<file path="src/rtl/mem_boot_loader_pkg.sv">
// Shared definitions for the boot loader: FSM encoding, word width and
// a helper that classifies the byte-receiving states.
package mem_boot_loader_pkg;

  localparam int DATA_W     = 16;
  localparam int ADDR_W_DEF = 8;

  typedef enum logic [2:0] {
    ST_IDLE  = 3'd0,
    ST_LEN   = 3'd1,
    ST_HI    = 3'd2,
    ST_LO    = 3'd3,
    ST_WRITE = 3'd4,
    ST_CHK   = 3'd5,
    ST_OK    = 3'd6,
    ST_FAIL  = 3'd7
  } state_t;

  // States in which the loader is waiting for a stream byte.
  function automatic logic is_rx_state(input state_t s);
    return (s == ST_LEN) || (s == ST_HI) || (s == ST_LO) || (s == ST_CHK);
  endfunction

  // States that make up an active load.
  function automatic logic is_busy_state(input state_t s);
    return is_rx_state(s) || (s == ST_WRITE);
  endfunction

endpackage

</file>
<file path="src/rtl/mem_boot_loader_byte_timeout_ctr.sv">
// Inter-byte watchdog: counts enabled cycles since the last clear and
// flags expiry when TIMEOUT cycles elapse without a clear. TIMEOUT=0 disables it.
module byte_timeout_ctr #(
  parameter int TIMEOUT = 1000
) (
  input  logic clk,
  input  logic rst,
  input  logic clear,
  input  logic enable,
  output logic expired
);

  localparam int CW = (TIMEOUT > 1) ? $clog2(TIMEOUT) : 1;
  localparam bit TO_ON = (TIMEOUT > 0);
  localparam logic [CW-1:0] LIMIT_C = TO_ON ? CW'(TIMEOUT - 1) : {CW{1'b0}};

  logic [CW-1:0] cnt_r;

  // Cycle counter; saturates at the limit so it never wraps back to zero.
  always_ff @(posedge clk) begin
    if (rst || clear) begin
      cnt_r <= {CW{1'b0}};
    end else if (enable && (cnt_r != LIMIT_C)) begin
      cnt_r <= cnt_r + CW'(1'b1);
    end else begin
      cnt_r <= cnt_r;
    end
  end

  // Expiry fires on the edge that would complete the TIMEOUT-th idle cycle.
  always_comb begin
    expired = 1'b0;
    if (TO_ON && enable && !clear && (cnt_r == LIMIT_C)) begin
      expired = 1'b1;
    end else begin
      expired = 1'b0;
    end
  end

endmodule

</file>
<file path="src/rtl/mem_boot_loader.sv">
// Boot loader: receives LEN / data / checksum bytes, writes 16-bit words to
// the memory write port and releases the CPU only after a verified image.
module mem_boot_loader
  import mem_boot_loader_pkg::*;
#(
  parameter int                ADDR_W    = ADDR_W_DEF,
  parameter logic [ADDR_W-1:0] BASE_ADDR = {ADDR_W{1'b0}},
  parameter int                TIMEOUT   = 1000
) (
  input  logic              CLK,
  input  logic              RST,
  input  logic              START,
  input  logic [7:0]        BYTE_IN,
  input  logic              BYTE_VALID,
  output logic              BYTE_READY,
  output logic [ADDR_W-1:0] ADDR,
  output logic              En,
  output logic [DATA_W-1:0] WD,
  output logic              BUSY,
  output logic              DONE,
  output logic              ERR,
  output logic              CPU_RST
);

  localparam logic [ADDR_W:0] FULL_IMAGE_C = {1'b1, {ADDR_W{1'b0}}};

  state_t            state_r, next_state_s;
  logic [ADDR_W-1:0] addr_r;
  logic [DATA_W-1:0] wd_r;
  logic [ADDR_W:0]   remaining_r;
  logic [7:0]        csum_r;
  logic              ready_r, en_r, busy_r, done_r, err_r, cpu_rst_r;
  logic              ready_s, en_s, busy_s, done_s, err_s, cpu_rst_s;
  logic              accept_s, start_s, expired_s;

  assign accept_s = BYTE_VALID && ready_r;
  assign start_s  = START && ((state_r == ST_IDLE) || (state_r == ST_OK) ||
                              (state_r == ST_FAIL));

  byte_timeout_ctr #(.TIMEOUT(TIMEOUT)) u_timeout (
    .clk     (CLK),
    .rst     (RST),
    .clear   (accept_s || start_s),
    .enable  (is_rx_state(state_r)),
    .expired (expired_s)
  );

  // FSM state register.
  always_ff @(posedge CLK) begin
    if (RST) begin
      state_r <= ST_IDLE;
    end else begin
      state_r <= next_state_s;
    end
  end

  // FSM next-state decode; an accepted byte takes priority over expiry.
  always_comb begin
    next_state_s = state_r;
    case (state_r)
      ST_IDLE, ST_OK, ST_FAIL: begin
        if (start_s) next_state_s = ST_LEN;
        else         next_state_s = state_r;
      end
      ST_LEN: begin
        if (accept_s)       next_state_s = ST_HI;
        else if (expired_s) next_state_s = ST_FAIL;
        else                next_state_s = ST_LEN;
      end
      ST_HI: begin
        if (accept_s)       next_state_s = ST_LO;
        else if (expired_s) next_state_s = ST_FAIL;
        else                next_state_s = ST_HI;
      end
      ST_LO: begin
        if (accept_s)       next_state_s = ST_WRITE;
        else if (expired_s) next_state_s = ST_FAIL;
        else                next_state_s = ST_LO;
      end
      ST_WRITE: begin
        if (remaining_r == {{ADDR_W{1'b0}}, 1'b1}) next_state_s = ST_CHK;
        else                                      next_state_s = ST_HI;
      end
      ST_CHK: begin
        if (accept_s) begin
          if (BYTE_IN == csum_r) next_state_s = ST_OK;
          else                   next_state_s = ST_FAIL;
        end else if (expired_s) begin
          next_state_s = ST_FAIL;
        end else begin
          next_state_s = ST_CHK;
        end
      end
      default: next_state_s = ST_IDLE;
    endcase
  end

  // FSM output decode from the upcoming state so registered outputs line up with it.
  always_comb begin
    ready_s   = is_rx_state(next_state_s);
    en_s      = (next_state_s == ST_WRITE);
    busy_s    = is_busy_state(next_state_s);
    done_s    = (next_state_s == ST_OK);
    err_s     = (next_state_s == ST_FAIL);
    cpu_rst_s = (next_state_s != ST_OK);
  end

  // Output flops.
  always_ff @(posedge CLK) begin
    if (RST) begin
      ready_r   <= 1'b0;
      en_r      <= 1'b0;
      busy_r    <= 1'b0;
      done_r    <= 1'b0;
      err_r     <= 1'b0;
      cpu_rst_r <= 1'b1;
    end else begin
      ready_r   <= ready_s;
      en_r      <= en_s;
      busy_r    <= busy_s;
      done_r    <= done_s;
      err_r     <= err_s;
      cpu_rst_r <= cpu_rst_s;
    end
  end

  // Datapath: word assembly, running checksum, word count and address counter.
  always_ff @(posedge CLK) begin
    if (RST) begin
      addr_r      <= BASE_ADDR;
      wd_r        <= {DATA_W{1'b0}};
      remaining_r <= {(ADDR_W+1){1'b0}};
      csum_r      <= 8'h00;
    end else begin
      case (state_r)
        ST_IDLE, ST_OK, ST_FAIL: begin
          if (start_s) begin
            addr_r <= BASE_ADDR;
            csum_r <= 8'h00;
          end
        end
        ST_LEN: begin
          if (accept_s) begin
            remaining_r <= (BYTE_IN == 8'h00) ? FULL_IMAGE_C : (ADDR_W+1)'(BYTE_IN);
            csum_r      <= csum_r ^ BYTE_IN;
          end
        end
        ST_HI: begin
          if (accept_s) begin
            wd_r[15:8] <= BYTE_IN;
            csum_r     <= csum_r ^ BYTE_IN;
          end
        end
        ST_LO: begin
          if (accept_s) begin
            wd_r[7:0] <= BYTE_IN;
            csum_r    <= csum_r ^ BYTE_IN;
          end
        end
        ST_WRITE: begin
          // Address wraps naturally modulo 2^ADDR_W.
          addr_r      <= addr_r + ADDR_W'(1'b1);
          remaining_r <= remaining_r - (ADDR_W+1)'(1'b1);
        end
        ST_CHK: begin
          csum_r <= csum_r;
        end
        default: begin
          addr_r <= addr_r;
        end
      endcase
    end
  end

  assign BYTE_READY = ready_r;
  assign ADDR       = addr_r;
  assign En         = en_r;
  assign WD         = wd_r;
  assign BUSY       = busy_r;
  assign DONE       = done_r;
  assign ERR        = err_r;
  assign CPU_RST    = cpu_rst_r;

endmodule
</file>
<file path="config.mk">
export PLATFORM = sky130hd
export DESIGN_NAME = mem_boot_loader
export DESIGN_NICKNAME = d
export VERILOG_FILES = /design/src/rtl/mem_boot_loader_pkg.sv /design/src/rtl/mem_boot_loader_byte_timeout_ctr.sv /design/src/rtl/mem_boot_loader.sv
export SDC_FILE = /design/constraint.sdc
export NUM_CORES = 1
export LEC_CHECK = 0
export ABC_CLOCK_PERIOD_IN_PS = 3640
export BUFFER_PORTS_ARGS = -buffer_cell sky130_fd_sc_hd__buf_2
export CORE_MARGIN = 1.5
export CORE_UTILIZATION = 35
export CTS_CLUSTER_SIZE = 24
export DETAILED_ROUTE_END_ITERATION = 16
export PLACE_DENSITY = 0.63
export SYNTH_ARGS = -nofsm -noshare
export SYNTH_HDL_FRONTEND = slang
export SYNTH_SLANG_ARGS = --single-unit
</file>
<file path="constraint.sdc">
create_clock -name CLK -period 3.64 [get_ports CLK]
set_input_delay 0.728 -clock CLK [delete_from_list [all_inputs] [get_ports CLK]]
set_output_delay 0.728 -clock CLK [all_outputs]
set_load 0.02 [all_outputs]
</file>
==> key figures, run 1 <==
Placement
  • Gp weighted congestion: 0.833
  • Setup Slack @ Placement: 1380 ps
  • Final HPWL DP: 4.61 mm
  • Count of input and output buffers: 41

Clocking
  • CTS clk-pin slew, worst paths: 70 ps
  • TritonCTS Buffers: 9
  • Clock sinks: 60
  • Bufs on Longest Clock Path: 2
  • Post_cts resized: 0
  • H-tree levels: 3
  • Postcts setup bufs: 0
  • Clk_lat worst skew: 340 ps
  • Hold-fix buffers, CTS: 0
  • Clock root buffer: clkbuf_8
  • CTS tree: built

Job
  • Total of max-cap violations: 0

STA
  • RSZ-0062 raised after global routing: false
  • Worst-Margin Slew: 838 ps
  • Sum Neg Setup Slack: 0 ps
  • Max Transition Viols Final: 0
  • Fin crit period: 2300 ps
  • Max Freq: 436 MHz
  • Max transition margin: 43.8%
  • Final period util: 63.1%
  • Final worst slack: 1340 ps
  • Clock Skew: 7.74 ps
  • Hold Fails Final Rpt: 0
  • Setup violators final: 0

Cells and area
  • Most common cell after layout, fill and taps aside: dfxtp_1
  • Most frequent cells in the layout: 60 x dfxtp_1, 47 x nor2_1, 41 x buf_2, 38 x a21oi_1, 17 x nand2_1
  • Fillers: 816
  • Syn-to-layout area delta: 16.2%
  • Final nets: 389
  • Share of layout cells above drive strength 1: 17.2%
  • N_diodes: 0

Critical path
  • CP arrival: 2510 ps
  • CP Launch Type: flop
  • CP Data Required Time: 3860 ps
  • Cell-by-cell trace of the critical path: or3b_1, or4_1, o311ai_1, a21oi_1
  • CP max stage cell: dfxtp_1
  • WS Path Type: reg2reg
  • Worst setup EP type: flop
  • Largest stage delay, worst path: 620 ps
  • Worst-path maximum fanout: 13

Power and ir drop
  • Sequential share of power: 46.3%
  • Total power: 0.00148 W
  • Max VDD drop: 201 uV
  • Sw frac: 24.5%
  • Static Leak: 1.24 nW
  • Comb pwr share: 8.4%
  • Switching power: 0.000362 W
  • Pwr dens: 441 mW/mm^2
  • Int Power: 0.00111 W
  • Clock power share: 45.2%

Routing
  • 1st-iter DRT viols: 113
  • DRT Pass-1 Iters: 4
  • Routed Antenna Nets: 0
  • Via density: 5.38
  • WL final: 6.77 mm
  • WL/cell: 14.1 um
  • DRC Markers: 0
  • Via Count: 2581

GRT
  • Total Routing Usage GR: 16.5%
  • First-pass GRT wire length: 11.3 mm
  • Largest net degree at the start of global routing: 28
  • Initial antenna violation count: 0
  • Number of global-route vias before repair: 2392
  • GRT overflow: 0

Floorplanning
  • Die Y: 93.7 um
  • Die area: 0.00878 mm^2
  • Standard-cell rows: 32
  • Core ar.: 0.00785 mm^2
  • I/O pin cnt: 42
  • Initial Util: 36.7%
  • Die Span X: 93.7 um

Synth
  • Post-Synth XOR/XNOR Area: 4.56%
  • Syn. warnings: 0
  • Largest family of logic cells by synthesized area: simple AND/OR/NAND/NOR gates
  • Seq/Total Area, Yosys: 41.7%
  • Portion of netlist area occupied by mux cells: 5.56%
  • Average size of a mapped cell: 8.50 um^2
  • Syn Inst Count: 339
  • Synth cell types: 49
  • Post-Synth Adder-Cell Area: 1.74%
  • Yosys reg bits: 60
  • Synth Area in Compound Gates: 17.4%
  • Synthesized Nets: 355
  • Cell area after synthesis: 0.00288 mm^2
  • Simple-Gate Fraction of Synth Area: 25.2%

Hold path
  • Hold Crit Class: reg2reg

Status
  • Status: finished, final reports clean
final timing paths:
check / from / slack [ps] / depth (start not counted) / to
worst max-delay path: state_r[2] / 1340 / 4 / remaining_r[5]
worst min-delay path: remaining_r[1] / 480 / 2 / remaining_r[1]
worst max register to register: state_r[2] / 1340 / 4 / remaining_r[5]
worst min register to register: remaining_r[1] / 480 / 2 / remaining_r[1]
cell type report:
| cell class | instances | area [um^2] | share of cell area, % |
|---|---|---|---|
| clock buffers | 12 | 145 | 4.34 |
| clock inverters | 4 | 72.6 | 2.17 |
| inverters | 3 | 11.3 | 0.336 |
| multi-input cells | 256 | 1570 | 46.9 |
| flip-flops and latches | 60 | 1200 | 35.9 |
| well taps | 102 | 128 | 3.81 |
| repair buffers | 43 | 220 | 6.58 |
power groups by stage:
| stage | registers (W) | logic, W | clock network, W |
|---|---|---|---|
| 3_5_place_dp | 0.000699 | 0.000125 | 0 |
| 2_1_floorplan | 0.000697 | 0.0000940 | 0 |
| 3_3_place_gp | 0.000698 | 0.000123 | 0 |
| 6_report | 0.000684 | 0.000124 | 0.000668 |
| 5_1_grt | 0.000685 | 0.000139 | 0.000716 |
| 4_1_cts | 0.000684 | 0.000125 | 0.000681 |
metal layers:
layer / up-vias / global-route usage [%] / wire [um]
li1: 1293 / - / -
met1: 1219 / 21.2 / 3300
met2: 63 / 26.0 / 3020
met3: 6 / 5.91 / 372
met4: 0 / 4.73 / 72
met5: - / 0 / 0
per-stage QoR:
step	area (um^2)	instances	hold WS, ps	utilization [%]
CTS	3350	480	485	42.6
finish	3350	480	482	42.6
global placement	3130	464	472	39.9
floorplan	2880	339	457	-
detailed placement	3130	464	476	39.9
global route	3350	480	505	42.6
flip-flops by register name (all words and copies together), names as in the netlist:
register and flops:
WD 16, u_timeout.cnt_r 10, remaining_r 9, En 1, CPU_RST 1, BYTE_READY 1
state_r 3, DONE 1, ADDR 8, ERR 1, csum_r 8, BUSY 1
cells by family after synthesis:
family / after synthesis
multiplexers: 16
AO/OA/AOI/OAI: 84
AND/OR/NAND/NOR: 137
adder cells (fa/ha/maj): 4
XOR/XNOR: 15
flip-flops: 60
buffers and inverters: 23
cell usage after synthesis (all sizes together):
| cell | count | area share, % |
|---|---|---|
| o2bb2ai | 1 | 0.30 |
| a221oi | 1 | 0.30 |
| a211oi | 6 | 1.7 |
| o311ai | 2 | 0.61 |
| or3 | 6 | 1.3 |
| nor4 | 8 | 1.7 |
| xor2 | 9 | 2.7 |
| o31ai | 3 | 0.78 |
| nand4b | 3 | 0.91 |
| ha | 4 | 1.7 |
| nand3 | 12 | 2.1 |
| nor2 | 47 | 6.1 |
| a21oi | 39 | 6.9 |
| nand2 | 17 | 2.2 |
| and4 | 1 | 0.30 |
| o21a | 1 | 0.26 |
| o21bai | 1 | 0.26 |
| nor3 | 11 | 2.6 |
| dfxtp | 60 | 42 |
| nand2b | 3 | 0.65 |
| nor2b | 2 | 0.43 |
| clkbuf | 13 | 1.7 |
| o211ai | 4 | 1.0 |
| nand3b | 10 | 2.6 |
| and2 | 4 | 0.87 |
| and3 | 2 | 0.43 |
| buf | 7 | 1.7 |
| a31oi | 4 | 0.87 |
| or4 | 2 | 0.52 |
| o21ai | 19 | 3.3 |
| o31a | 1 | 0.30 |
| inv | 3 | 0.39 |
| nand4 | 2 | 0.43 |
| o211a | 2 | 0.70 |
| nor3b | 2 | 0.52 |
| xnor2 | 6 | 1.8 |
| or4b | 1 | 0.35 |
| nor4b | 1 | 0.30 |
| or2 | 1 | 0.22 |
| mux2i | 16 | 5.6 |
| or3b | 2 | 0.61 |
worst max-delay path: cells and delay by family, from the launching register on:
family           cells  cell delay, ps
AND/OR/NAND/NOR      2            1170
AO/OA/AOI/OAI        2             380
flip-flops           1             620
Power figures use the tool's default switching activity.
==> run 2, diff against run 1 <==
ABC_CLOCK_PERIOD_IN_PS = 2200   (was 3640)
clock period = 2.2 ns   (was 3.64 ns; I/O delays follow)
==> key figures, run 2 (same netlist as run 1, synthesis figures left out) <==
STA
  • Sum Neg Setup Slack: 0 ps (unchanged)
  • Final period util: 91.2% (+28 points)
  • RSZ-0062 raised after global routing: false
  • Worst-Margin Slew: 603 ps (-235 ps)
  • Fin crit period: 2010 ps (-290 ps)
  • Clock Skew: 5.65 ps (-2.09 ps)
  • Hold_ws: 456 ps (-25.9 ps)
  • Setup violators final: 0 (unchanged)
  • Hold Fails Final Rpt: 0 (unchanged)
  • Max Transition Viols Final: 0 (unchanged)
  • Max transition margin: 59.6% (+16 points)
  • Max Freq: 499 MHz (+14%)

Status
  • Status: finished, final reports clean

Placement
  • Count of input and output buffers: 41 (unchanged)
  • Gp weighted congestion: 0.830 (-0.31%)
  • Placed Cells: 479 (+3.2%)
  • Final HPWL DP: 4.75 mm (+3.1%)

GRT
  • Initial antenna violation count: 0 (unchanged)
  • GRT overflow: 0 (unchanged)
  • First-pass GRT wire length: 11.5 mm (+1.5%)
  • Number of global-route vias before repair: 2389 (-0.13%)
  • Largest net degree at the start of global routing: 22 (-21%)
  • Total Routing Usage GR: 16.9% (+0.39 points)

Clocking
  • TritonCTS Buffers: 9 (unchanged)
  • Clock sinks: 60 (unchanged)
  • CTS clk-pin slew, worst paths: 60 ps (about the same)
  • Clk_lat worst skew: 340 ps (about the same)
  • CTS tree: built
  • Clock root buffer: clkbuf_8
  • Bufs on Longest Clock Path: 2 (unchanged)
  • Postcts setup bufs: 0 (unchanged)
  • Post_cts resized: 0 (unchanged)
  • H-tree levels: 3 (unchanged)
  • Hold-fix buffers, CTS: 0 (unchanged)

Floorplanning
  • Core ar.: 0.00785 mm^2 (unchanged)
  • Die Span X: 93.7 um (unchanged)
  • Die Y: 93.7 um (unchanged)
  • Initial Util: 36.7% (unchanged)
  • Standard-cell rows: 32 (unchanged)
  • I/O pin cnt: 42 (unchanged)
  • Die area: 0.00878 mm^2 (unchanged)

Power and ir drop
  • Static Leak: 1.30 nW (+4.6%)
  • Sequential share of power: 51.1% (+4.8 points)
  • Max VDD drop: 373 uV (+85%)
  • Clock power share: 38.9% (-6.3 points)
  • Switching power: 0.000566 W (+57%)
  • Comb pwr share: 10.0% (+1.6 points)
  • Sw frac: 25.6% (+1.0 points)
  • Int Power: 0.00165 W (+48%)
  • Pwr dens: 650 mW/mm^2 (+47%)

Critical path
  • Reg2Reg Capture Point: DONE
  • WS Path Type: reg2reg
  • CP max stage cell: or4_1
  • Largest stage delay, worst path: 660 ps (+40 ps)
  • Worst setup EP type: flop
  • CP Launch Type: flop
  • Reg2reg path depth: 5 (+1)
  • Cell-by-cell trace of the critical path: or4_1, o21a_1, a211oi_2, nor3_1, and2_1
  • Worst-path maximum fanout: 7 (-6)
  • R2R Setup Slk: 190 ps (-1150 ps)
  • CP Data Required Time: 2440 ps (-1420 ps)
  • CP arrival: 2240 ps (-270 ps)
  • FF-to-FF Start: remaining_r[3]

Routing
  • DRC Markers: 0 (unchanged)
  • WL/cell: 13.6 um (-3.4%)
  • Via Count: 2590 (+0.35%)
  • WL final: 6.73 mm (-0.62%)
  • Routed Antenna Nets: 0 (unchanged)
  • Via density: 5.24 (-2.5%)
  • DRT Pass-1 Iters: 4 (unchanged)
  • 1st-iter DRT viols: 106 (-6.2%)

Cells and area
  • Final Non-Filler Cells: 494 (+2.9%)
  • Syn-to-layout area delta: 18.4%
  • Fillers: 822 (+0.74%)
  • Most frequent cells in the layout: 60 x dfxtp_1, 47 x nor2_1, 41 x buf_2, 38 x a21oi_1
  • Share of layout cells above drive strength 1: 20.2% (+3.0 points)
  • Most common cell after layout, fill and taps aside: dfxtp_1
  • Number of flip-flops in the largest register: 16 (unchanged)
  • N_diodes: 0 (unchanged)
  • Final nets: 404 (+3.9%)

Job
  • Total of max-cap violations: 0 (unchanged)

Hold path
  • Hold Crit Class: in2reg
  • Hold Path End: csum_r[1]
  • Hold_sp: BYTE_IN[1]
  • Number of cells on the worst hold path: 3 (+1)
run 2: cell count changes in the layout (fill, tap and decap cells not counted), sizes merged:
cell	change
clkinv	+1
buf	+15
clkbuf	+1
bufinv	-2
clkinvlp	-1
run 2: layer usage:
metal / global-route usage (%) / wire length, um / vias to the layer above
li1: - / - / 1322
met1: 22.9 / 3380 / 1194
met2: 24.6 / 2890 / 65
met3: 4.77 / 333 / 9
met4: 7.96 / 125 / 0
met5: 0 / 0 / -
run 2: critical path, delay by kind of cell, from the launching register on:
family	cells	cell delay, ps
AOI/OAI and AO/OA	2	600
and+or+nand+nor	3	950
DFF	1	360
run 2: layout make-up:
class | count | area [um^2] | area share [%]
multi-input cells | 256 | 1570 | 46.0
flip-flops and latches | 60 | 1200 | 35.2
repair buffers | 58 | 333 | 9.76
clock buffers | 13 | 159 | 4.66
well taps | 102 | 128 | 3.74
inverters | 3 | 11.3 | 0.330
clock inverters | 2 | 10.0 | 0.293
run 2: power groups by stage:
stage,Sequential [W],Clock [W],Combinational (W)
after floorplan,0.00115,0,0.000156
after global placement,0.00116,0,0.000219
after detailed placement,0.00116,0,0.000222
after CTS,0.00113,0.000891,0.000223
after global routing,0.00114,0.000939,0.000246
final,0.00113,0.000862,0.000221
run 2: per-stage QoR:
stage	worst slack (ps)	area (um^2)	power (W)	utilization [%]
after floorplan	355	2880	0.00131	-
after global placement	256	3240	0.00137	41.3
after detailed placement	194	3240	0.00138	41.3
after CTS	187	3410	0.00224	43.5
after global routing	58.3	3410	0.00232	43.5
final	195	3410	0.00222	43.5
run 2: worst max path at each step:
stage                         startpoint   end  slack, ps  depth (start not counted)
final                     remaining_r[3]  DONE        190                          5
after detailed placement  remaining_r[3]  DONE        190                          5
after floorplan           remaining_r[3]    En        360                          6
after global routing      remaining_r[3]   ERR         60                          5
after global placement    remaining_r[3]  DONE        260                          5
after CTS                 remaining_r[3]  DONE        190                          5
